$ cat src/rtl/seq_det_pkg.sv
// Shared types and default constants for the parametrised serial-pattern detector.
package seq_det_pkg;

    // FILL: fewer than PATTERN_W valid bits collected; ARMED: every valid bit is compared.
    typedef enum logic {
        FILL  = 1'b0,
        ARMED = 1'b1
    } seq_det_state_t;

    localparam int SEQ_DET_PATTERN_W = 4;
    localparam int SEQ_DET_CNT_W     = 8;

endpackage

$ cat src/rtl/seq_detector_param_if.sv
// Serial stream / configuration / detection bundle for seq_detector_param.
// Counter clear and count signals exist only when SEQ_DET_CNT_EN is defined.
interface seq_detector_param_if
    import seq_det_pkg::*;
#(
    parameter int PATTERN_W = SEQ_DET_PATTERN_W,
    parameter int CNT_W     = SEQ_DET_CNT_W
);

    logic                 seq_valid_i;
    logic                 seq_i;
    logic                 overlap_i;
    logic                 cfg_load_i;
    logic [PATTERN_W-1:0] pattern_i;
    logic                 det_o;

`ifdef SEQ_DET_CNT_EN
    logic                 cnt_clr_i;
    logic [CNT_W-1:0]     det_cnt_o;

    modport master (
        output seq_valid_i, seq_i, overlap_i, cfg_load_i, pattern_i, cnt_clr_i,
        input  det_o, det_cnt_o
    );

    modport slave (
        input  seq_valid_i, seq_i, overlap_i, cfg_load_i, pattern_i, cnt_clr_i,
        output det_o, det_cnt_o
    );
`else
    // Keeps the width parameter referenced in the counter-less build.
    logic [31:0] unused_cnt_w;
    assign unused_cnt_w = 32'(CNT_W);

    modport master (
        output seq_valid_i, seq_i, overlap_i, cfg_load_i, pattern_i,
        input  det_o
    );

    modport slave (
        input  seq_valid_i, seq_i, overlap_i, cfg_load_i, pattern_i,
        output det_o
    );
`endif

endinterface

$ cat src/rtl/seq_det_sat_cnt.sv
// Saturating up-counter with synchronous clear (clear has priority over increment).
module seq_det_sat_cnt #(
    parameter int CNT_W = 8
) (
    input  logic             clk,
    input  logic             rst,
    input  logic             clr,
    input  logic             inc,
    output logic [CNT_W-1:0] cnt
);

    localparam logic [CNT_W-1:0] CNT_MAX = '1;

    logic [CNT_W-1:0] cnt_reg;

    // Count increments, stick at all-ones, clear wins over a coincident increment.
    always_ff @(posedge clk or posedge rst) begin
        if (rst) begin
            cnt_reg <= '0;
        end else if (clr) begin
            cnt_reg <= '0;
        end else if (inc && (cnt_reg != CNT_MAX)) begin
            cnt_reg <= cnt_reg + 1'b1;
        end
    end

    assign cnt = cnt_reg;

endmodule

$ cat src/rtl/seq_detector_param.sv
// Parametrised serial-pattern detector: compares the last PATTERN_W valid bits
// against a runtime-loadable pattern and pulses det_o one cycle after a match.
// Optional feature macro: SEQ_DET_CNT_EN adds a saturating detection counter.
module seq_detector_param
    import seq_det_pkg::*;
#(
    parameter int                   PATTERN_W    = SEQ_DET_PATTERN_W,
    parameter logic [PATTERN_W-1:0] PATTERN_INIT = PATTERN_W'(4'b1011),
    parameter int                   CNT_W        = SEQ_DET_CNT_W
) (
    input logic                clk_i,
    input logic                rst_i,
    seq_detector_param_if.slave bus
);

    localparam int                FILL_W    = $clog2(PATTERN_W + 1);
    localparam logic [FILL_W-1:0] FILL_LAST = FILL_W'(PATTERN_W - 1);

    seq_det_state_t       state_reg;
    logic [PATTERN_W-1:0] pat_q;
    logic [PATTERN_W-1:0] hist_q;
    logic [FILL_W-1:0]    fill_q;
    logic                 det_reg;

    logic [PATTERN_W-1:0] hist_next;
    logic                 match_next;

    // The bit arriving now completes a full window either when already armed or
    // when it is the PATTERN_W-th bit of the fill phase.
    assign hist_next  = {hist_q[PATTERN_W-2:0], bus.seq_i};
    assign match_next = bus.seq_valid_i && !bus.cfg_load_i &&
                        ((state_reg == ARMED) || (fill_q == FILL_LAST)) &&
                        (hist_next == pat_q);

    // Detector FSM: load restarts collection, valid bits shift/fill, matches pulse det.
    always_ff @(posedge clk_i or posedge rst_i) begin
        if (rst_i) begin
            state_reg <= FILL;
            pat_q     <= PATTERN_INIT;
            hist_q    <= '0;
            fill_q    <= '0;
            det_reg   <= 1'b0;
        end else if (bus.cfg_load_i) begin
            state_reg <= FILL;
            pat_q     <= bus.pattern_i;
            hist_q    <= '0;
            fill_q    <= '0;
            det_reg   <= 1'b0;
        end else if (bus.seq_valid_i) begin
            hist_q  <= hist_next;
            det_reg <= match_next;
            if (match_next && !bus.overlap_i) begin
                // Non-overlapping: the next match needs a completely fresh window.
                state_reg <= FILL;
                fill_q    <= '0;
            end else begin
                case (state_reg)
                    FILL: begin
                        fill_q <= fill_q + 1'b1;
                        if (fill_q == FILL_LAST) begin
                            state_reg <= ARMED;
                        end
                    end
                    default: begin
                        state_reg <= ARMED;
                    end
                endcase
            end
        end else begin
            det_reg <= 1'b0;
        end
    end

    assign bus.det_o = det_reg;

`ifdef SEQ_DET_CNT_EN
    seq_det_sat_cnt #(
        .CNT_W (CNT_W)
    ) u_sat_cnt (
        .clk (clk_i),
        .rst (rst_i),
        .clr (bus.cnt_clr_i),
        .inc (match_next),
        .cnt (bus.det_cnt_o)
    );
`else
    // Keeps the width parameter referenced in the counter-less build.
    logic [31:0] unused_cnt_w;
    assign unused_cnt_w = 32'(CNT_W);
`endif

endmodule

$ cat src/flat_wrapper.sv
// flat-port wrapper written by rule: the top's interface ports become plain ports
module seq_detector_param_flat import seq_det_pkg::*;
#(
    parameter int                   PATTERN_W    = SEQ_DET_PATTERN_W,
    parameter logic [PATTERN_W-1:0] PATTERN_INIT = PATTERN_W'(4'b1011),
    parameter int                   CNT_W        = SEQ_DET_CNT_W
)
  (clk_i, rst_i, bus_seq_valid_i, bus_seq_i, bus_overlap_i, bus_cfg_load_i, bus_pattern_i, bus_det_o);
  seq_detector_param_if #(.PATTERN_W(PATTERN_W), .CNT_W(CNT_W)) bus_i ();
  input logic clk_i;
  input logic rst_i;
  input wire logic [$bits(bus_i.seq_valid_i)-1:0] bus_seq_valid_i;
  input wire logic [$bits(bus_i.seq_i)-1:0] bus_seq_i;
  input wire logic [$bits(bus_i.overlap_i)-1:0] bus_overlap_i;
  input wire logic [$bits(bus_i.cfg_load_i)-1:0] bus_cfg_load_i;
  input wire logic [$bits(bus_i.pattern_i)-1:0] bus_pattern_i;
  output wire logic [$bits(bus_i.det_o)-1:0] bus_det_o;
  assign bus_i.seq_valid_i = bus_seq_valid_i;
  assign bus_i.seq_i = bus_seq_i;
  assign bus_i.overlap_i = bus_overlap_i;
  assign bus_i.cfg_load_i = bus_cfg_load_i;
  assign bus_i.pattern_i = bus_pattern_i;
  assign bus_det_o = bus_i.det_o;
  seq_detector_param #(.PATTERN_W(PATTERN_W), .PATTERN_INIT(PATTERN_INIT), .CNT_W(CNT_W)) u_core (.clk_i(clk_i), .rst_i(rst_i), .bus(bus_i));
endmodule
$ cat config.mk
export PLATFORM = sky130hd
export DESIGN_NAME = seq_detector_param_flat
export DESIGN_NICKNAME = d
export VERILOG_FILES = /design/src/rtl/seq_det_pkg.sv /design/src/rtl/seq_detector_param_if.sv /design/src/rtl/seq_det_sat_cnt.sv /design/src/rtl/seq_detector_param.sv /design/src/flat_wrapper.sv
export SDC_FILE = /design/constraint.sdc
export NUM_CORES = 1
export LEC_CHECK = 0
export BUFFER_PORTS_ARGS = -buffer_cell sky130_fd_sc_hd__clkbuf_2
export CAP_MARGIN = 5
export CELL_PAD_IN_SITES_DETAIL_PLACEMENT = 1
export CELL_PAD_IN_SITES_GLOBAL_PLACEMENT = 1
export CORE_UTILIZATION = 41
export CTS_CLUSTER_SIZE = 20
export DETAILED_ROUTE_END_ITERATION = 10
export MAX_ROUTING_LAYER = met4
export PLACE_DENSITY = 0.84
export SLEW_MARGIN = 40
export SYNTH_ARGS = -nofsm -noshare
export SYNTH_HDL_FRONTEND = slang
export SYNTH_HIERARCHICAL = 1
export SYNTH_SLANG_ARGS = --single-unit
$ cat constraint.sdc
create_clock -name clk_i -period 1.75 [get_ports clk_i]
set_input_delay 0.0875 -clock clk_i [delete_from_list [all_inputs] [get_ports clk_i]]
set_output_delay 0.0875 -clock clk_i [all_outputs]
set_load 0.02 [all_outputs]
* Word-level counts from Yosys, hierarchy flattened *
Index checks and enable logic that the tools add are counted.

storage, ports and cells
  flip-flop bits (word level) = 12
  input bits = 10
  output and inout port bits = 1
  word-level logic and storage cells = 31

operators by class
  add/sub/neg operators = 1
  eq/ne operators = 3
  multiplexer cells = 13
  reduce and logical (&&, ||, !) cells = 9

operators with widths
  operator                                                          count
  3-bit 2-to-1 mux                                                  6
  1-bit 2-to-1 mux                                                  7
  4-bit == test                                                     1
  1-bit logical AND                                                 4
  3-bit by 1-bit adder with 3-bit output (second input constant)    1
  3-bit by 2-bit == test with 1-bit output (second input constant)  1
  3-bit inequality test (second input constant)                     1
  1-bit logical NOT                                                 2
  2-bit AND reduction                                               1
  2-bit nonzero test                                                1
  1-bit logical OR                                                  1

* Depth between registers and ports, before layout *
  depth in word-level cells = 8
  gate-level depth with buffers = 5

* Worst setup path before layout *
Ideal clock, no wire load.

  path kind = register to register
  start point = register u_core.fill_q[0]
  end point = register u_core.fill_q[2]
  library setup time = 0.094 ns
  data arrival time = 1.252 ns
  path slack = 0.405 ns
  cell stages (with the launch flop) = 5
  buffers on the path = 0
  cells stage by stage = dfrtp_1 -> ha_1 -> ha_1 -> mux2_4 -> a211oi_1

on the way
  longest elaborated chain between the ends = 8
  elaborated cells on any way between the ends = 12
  classes of those cells = 1 x add/sub; 2 x eq/ne; 4 x mux; 5 x reduce/logical

ends and longest elaborated chain
  element                                                                         line                      RTL
  from (decl)                                                                     seq_detector_param.sv:22  logic [FILL_W-1:0] fill_q;
  from (signal assigned)                                                          seq_detector_param.sv:59  fill_q <= fill_q + 1'b1;
  branches (longest 8 deep; another with 3-bit by 1-bit adder with 3-bit output)  n/a

Parallel ways; which one is timed is not known. The select of a mux whose other input is x is not followed.
A chain may end at the register's enable or synchronous reset.

* Worst setup path in the final report *
  start point = register u_core.fill_q[0]
  end point = register u_core.fill_q[1]

Same word-level chain as after synthesis.

==> impl_metrics.yaml <==
finish:
  top_regs: "u_core/pat_q: 4 flops, u_core/fill_q: 3 flops, u_core/hist_q: 3 flops"
  largest_reg_flops: 4
  nets: 71
  layout_commonest_cell: "clkbuf_2"
  utilization_pct: 53.1
  n_antenna_cell: 0
  layout_common_cells: "clkbuf_2, dfrtp_1"
  drive_gt1_share_pct: 43.1
  area_growth_pct: 16.2
  max_flop_register: "u_core/pat_q"
  fillerInstances: 145
floorplan:
  num_io_pins: 11
  coreArea_sq_mm: 0.00133
  die_h_um: 40.6
  fp-row-count: 13
  die_x_um: 40.6
  initial_utilization_pct: 45.7
  die_area_sq_mm: 0.00164
timing:
  slew_violations: 0
  max_freq_mhz: 712
  tns_ns: 0
  maxSlewHeadroom_pct: 69.5
  period_needed_ns: 1.41
  setup_viol: 0
  worst_slew_pin_slew_ns: 0.458
  period_share_pct: 80.3
  finalHoldViolCount: 0
  finalClockSkew_ns: 0.00545
  rsz0062_at_grt: "no"
global_routing:
  antenna_found_initial: 0
  grt_pass1_wl_um: 1720
  grt.overflow.total: 0
  grt_use_total_pct: 17.2
  grt_pass1_vias: 388
  grt_max_degree: 14
yosys:
  synth.avg_cell_area_sq_um: 13.5
  syn_area_sq_um: 609
  syn_inst: 45
  ys_seq_elements: 12
  synth.area.top_cells: "dfrtp_1, dfstp_2, mux2_2"
  syn_nets: 57
  ys_types: 18
  synth_top_area_cell: "dfrtp_1"
  synth_top_area_share_pct: 37.0
  ys_seq_area_share_pct: 49.9
  yosysWarnings: 6
detailed_routing:
  dr.pass1.iters: 4
  drc: 0
  drt_iter0_drc: 4
  dr_total_vias: 392
  antenna_left: 0
  wire_per_inst_um: 14.6
  routed_wl_um: 1070
  viasPerCell: 5.37
min_path:
  worst_hold_path_type: "in2reg"
cts:
  clk_pin_slew_ns: 0.08
  numCtsBuffers: 3
  clock_latency_ns: 0.27
  cts_sinks: 12
  cts.path.max_buffers: 2
  cts_root_buf: "clkbuf_4"
  cts_setup_buffers: 0
  cts_tree: "built"
  htree_levels: 1
setup_path:
  cp-end-kind: "flip-flop"
  crit_top_cell: "ha_1"
  cp_slowest_cell: "nor4b_2"
  crit_type: "reg2reg"
  cpPeakStageDelay_ns: 0.40
  crit_required_ns: 1.88
  cp_max_fo: 4
  worstSetupStartpointType: "flip-flop"
  crit_chain: "ha_1 > ha_1 > nor2_1 > nor4b_2 > a211oi_1"
  critPathArrivalTime_ns: 1.54
power:
  power.total_w: 0.000619
  power_density_mw_per_mm2: 874
  p_leak_nw: 0.340
  vdd_drop_max_v: 0.000499
flow_run:
  drv_cap: 0
place:
  io_buffers: 10
  place_congestion: 0.774
run_status:
  status: "finished clean"
cells by family (layout without fill, tap and decap cells):
family | after synthesis | after routing | share of synthesized area, %
adders and majority gates | 2 | 2 | 4.11
and+or+nand+nor | 8 | 8 | 12.7
muxes | 9 | 9 | 16.4
DFF | 12 | 12 | 49.9
buffers and inverters | 4 | 17 | 3.90
AOI/OAI and AO/OA | 5 | 5 | 5.75
xor gates and xnor gates | 5 | 5 | 7.19
Yosys cell counts:
cell	instances
a211oi_1	4
mux2i_1	4
nor2b_4	1
buf_2	1
and4bb_1	1
inv_1	2
nor4b_2	1
dfstp_2	3
dfrtp_1	9
xnor2_1	1
a21oi_1	1
xor2_1	4
buf_6	1
nor2_1	4
ha_1	2
mux2_2	4
mux2_4	1
nor4_4	1
metrics by stage:
step | hold slack, ns | cell area, sq um | setup slack [ns] | instances
after floorplan | -0.0499 | 609 | 0.405 | 45
after global placement | 0.0994 | 662 | 0.359 | 68
after detailed placement | 0.102 | 662 | 0.317 | 68
after CTS | 0.0339 | 708 | 0.329 | 73
after global routing | 0.0377 | 708 | 0.244 | 73
final | 0.0413 | 708 | 0.345 | 73
metal layers:
metal  global-route usage (%)  share of wire (%)  vias up
met3                     5.00                4.2        2
met1                     21.3                 44      199
met2                     24.6                 51        9
li1                         -                  -      182
met5                        -                  0        -
met4                     10.0               0.75        0
worst max-delay path: cells and delay by family (launching register included):
family / cells / cell delay [ns]
compound gates: 1 / 0.14
fa+ha+maj: 2 / 0.30
flops: 1 / 0.37
simple gates: 2 / 0.46
worst paths after layout:
check	from	endpoint	slack (ns)	cells after the start
min reg2reg	u_core/pat_q[2]	u_core/pat_q[2]	0.55	1
max reg2reg	u_core/fill_q[0]	u_core/fill_q[1]	0.34	5
min	bus_pattern_i[1]	u_core/pat_q[1]	0.04	2
max	u_core/fill_q[0]	u_core/fill_q[1]	0.34	5
min in group asynchronous	rst_i	u_core/state_reg	0.34	3
max in group asynchronous	rst_i	u_core/pat_q[0]	1.07	3
cell type report:
| cell class | count | area [sq um] | area share [%] |
|---|---|---|---|
| Clock buffer | 4 | 36.3 | 5.12 |
| Multi-Input combinational cell | 29 | 282 | 39.8 |
| Sequential cell | 12 | 304 | 42.9 |
| Inverter | 2 | 7.51 | 1.06 |
| Tap cell | 15 | 18.8 | 2.65 |
| Timing Repair Buffer | 11 | 60.1 | 8.48 |
power by group:
group / switching [W] / leakage, nW / internal, W
sequential: 0.0000126 / 0.152 / 0.000300
combinational: 0.0000429 / 0.166 / 0.0000418
clock: 0.0000950 / 0.0210 / 0.000126
timing repair:
action                                 in CTS  in global routing
hold buffers                                1                  0
resized for setup                           0                  0
endpoints found under the hold margin       9                  0
Note: power is estimated with default switching activity, not from simulation.
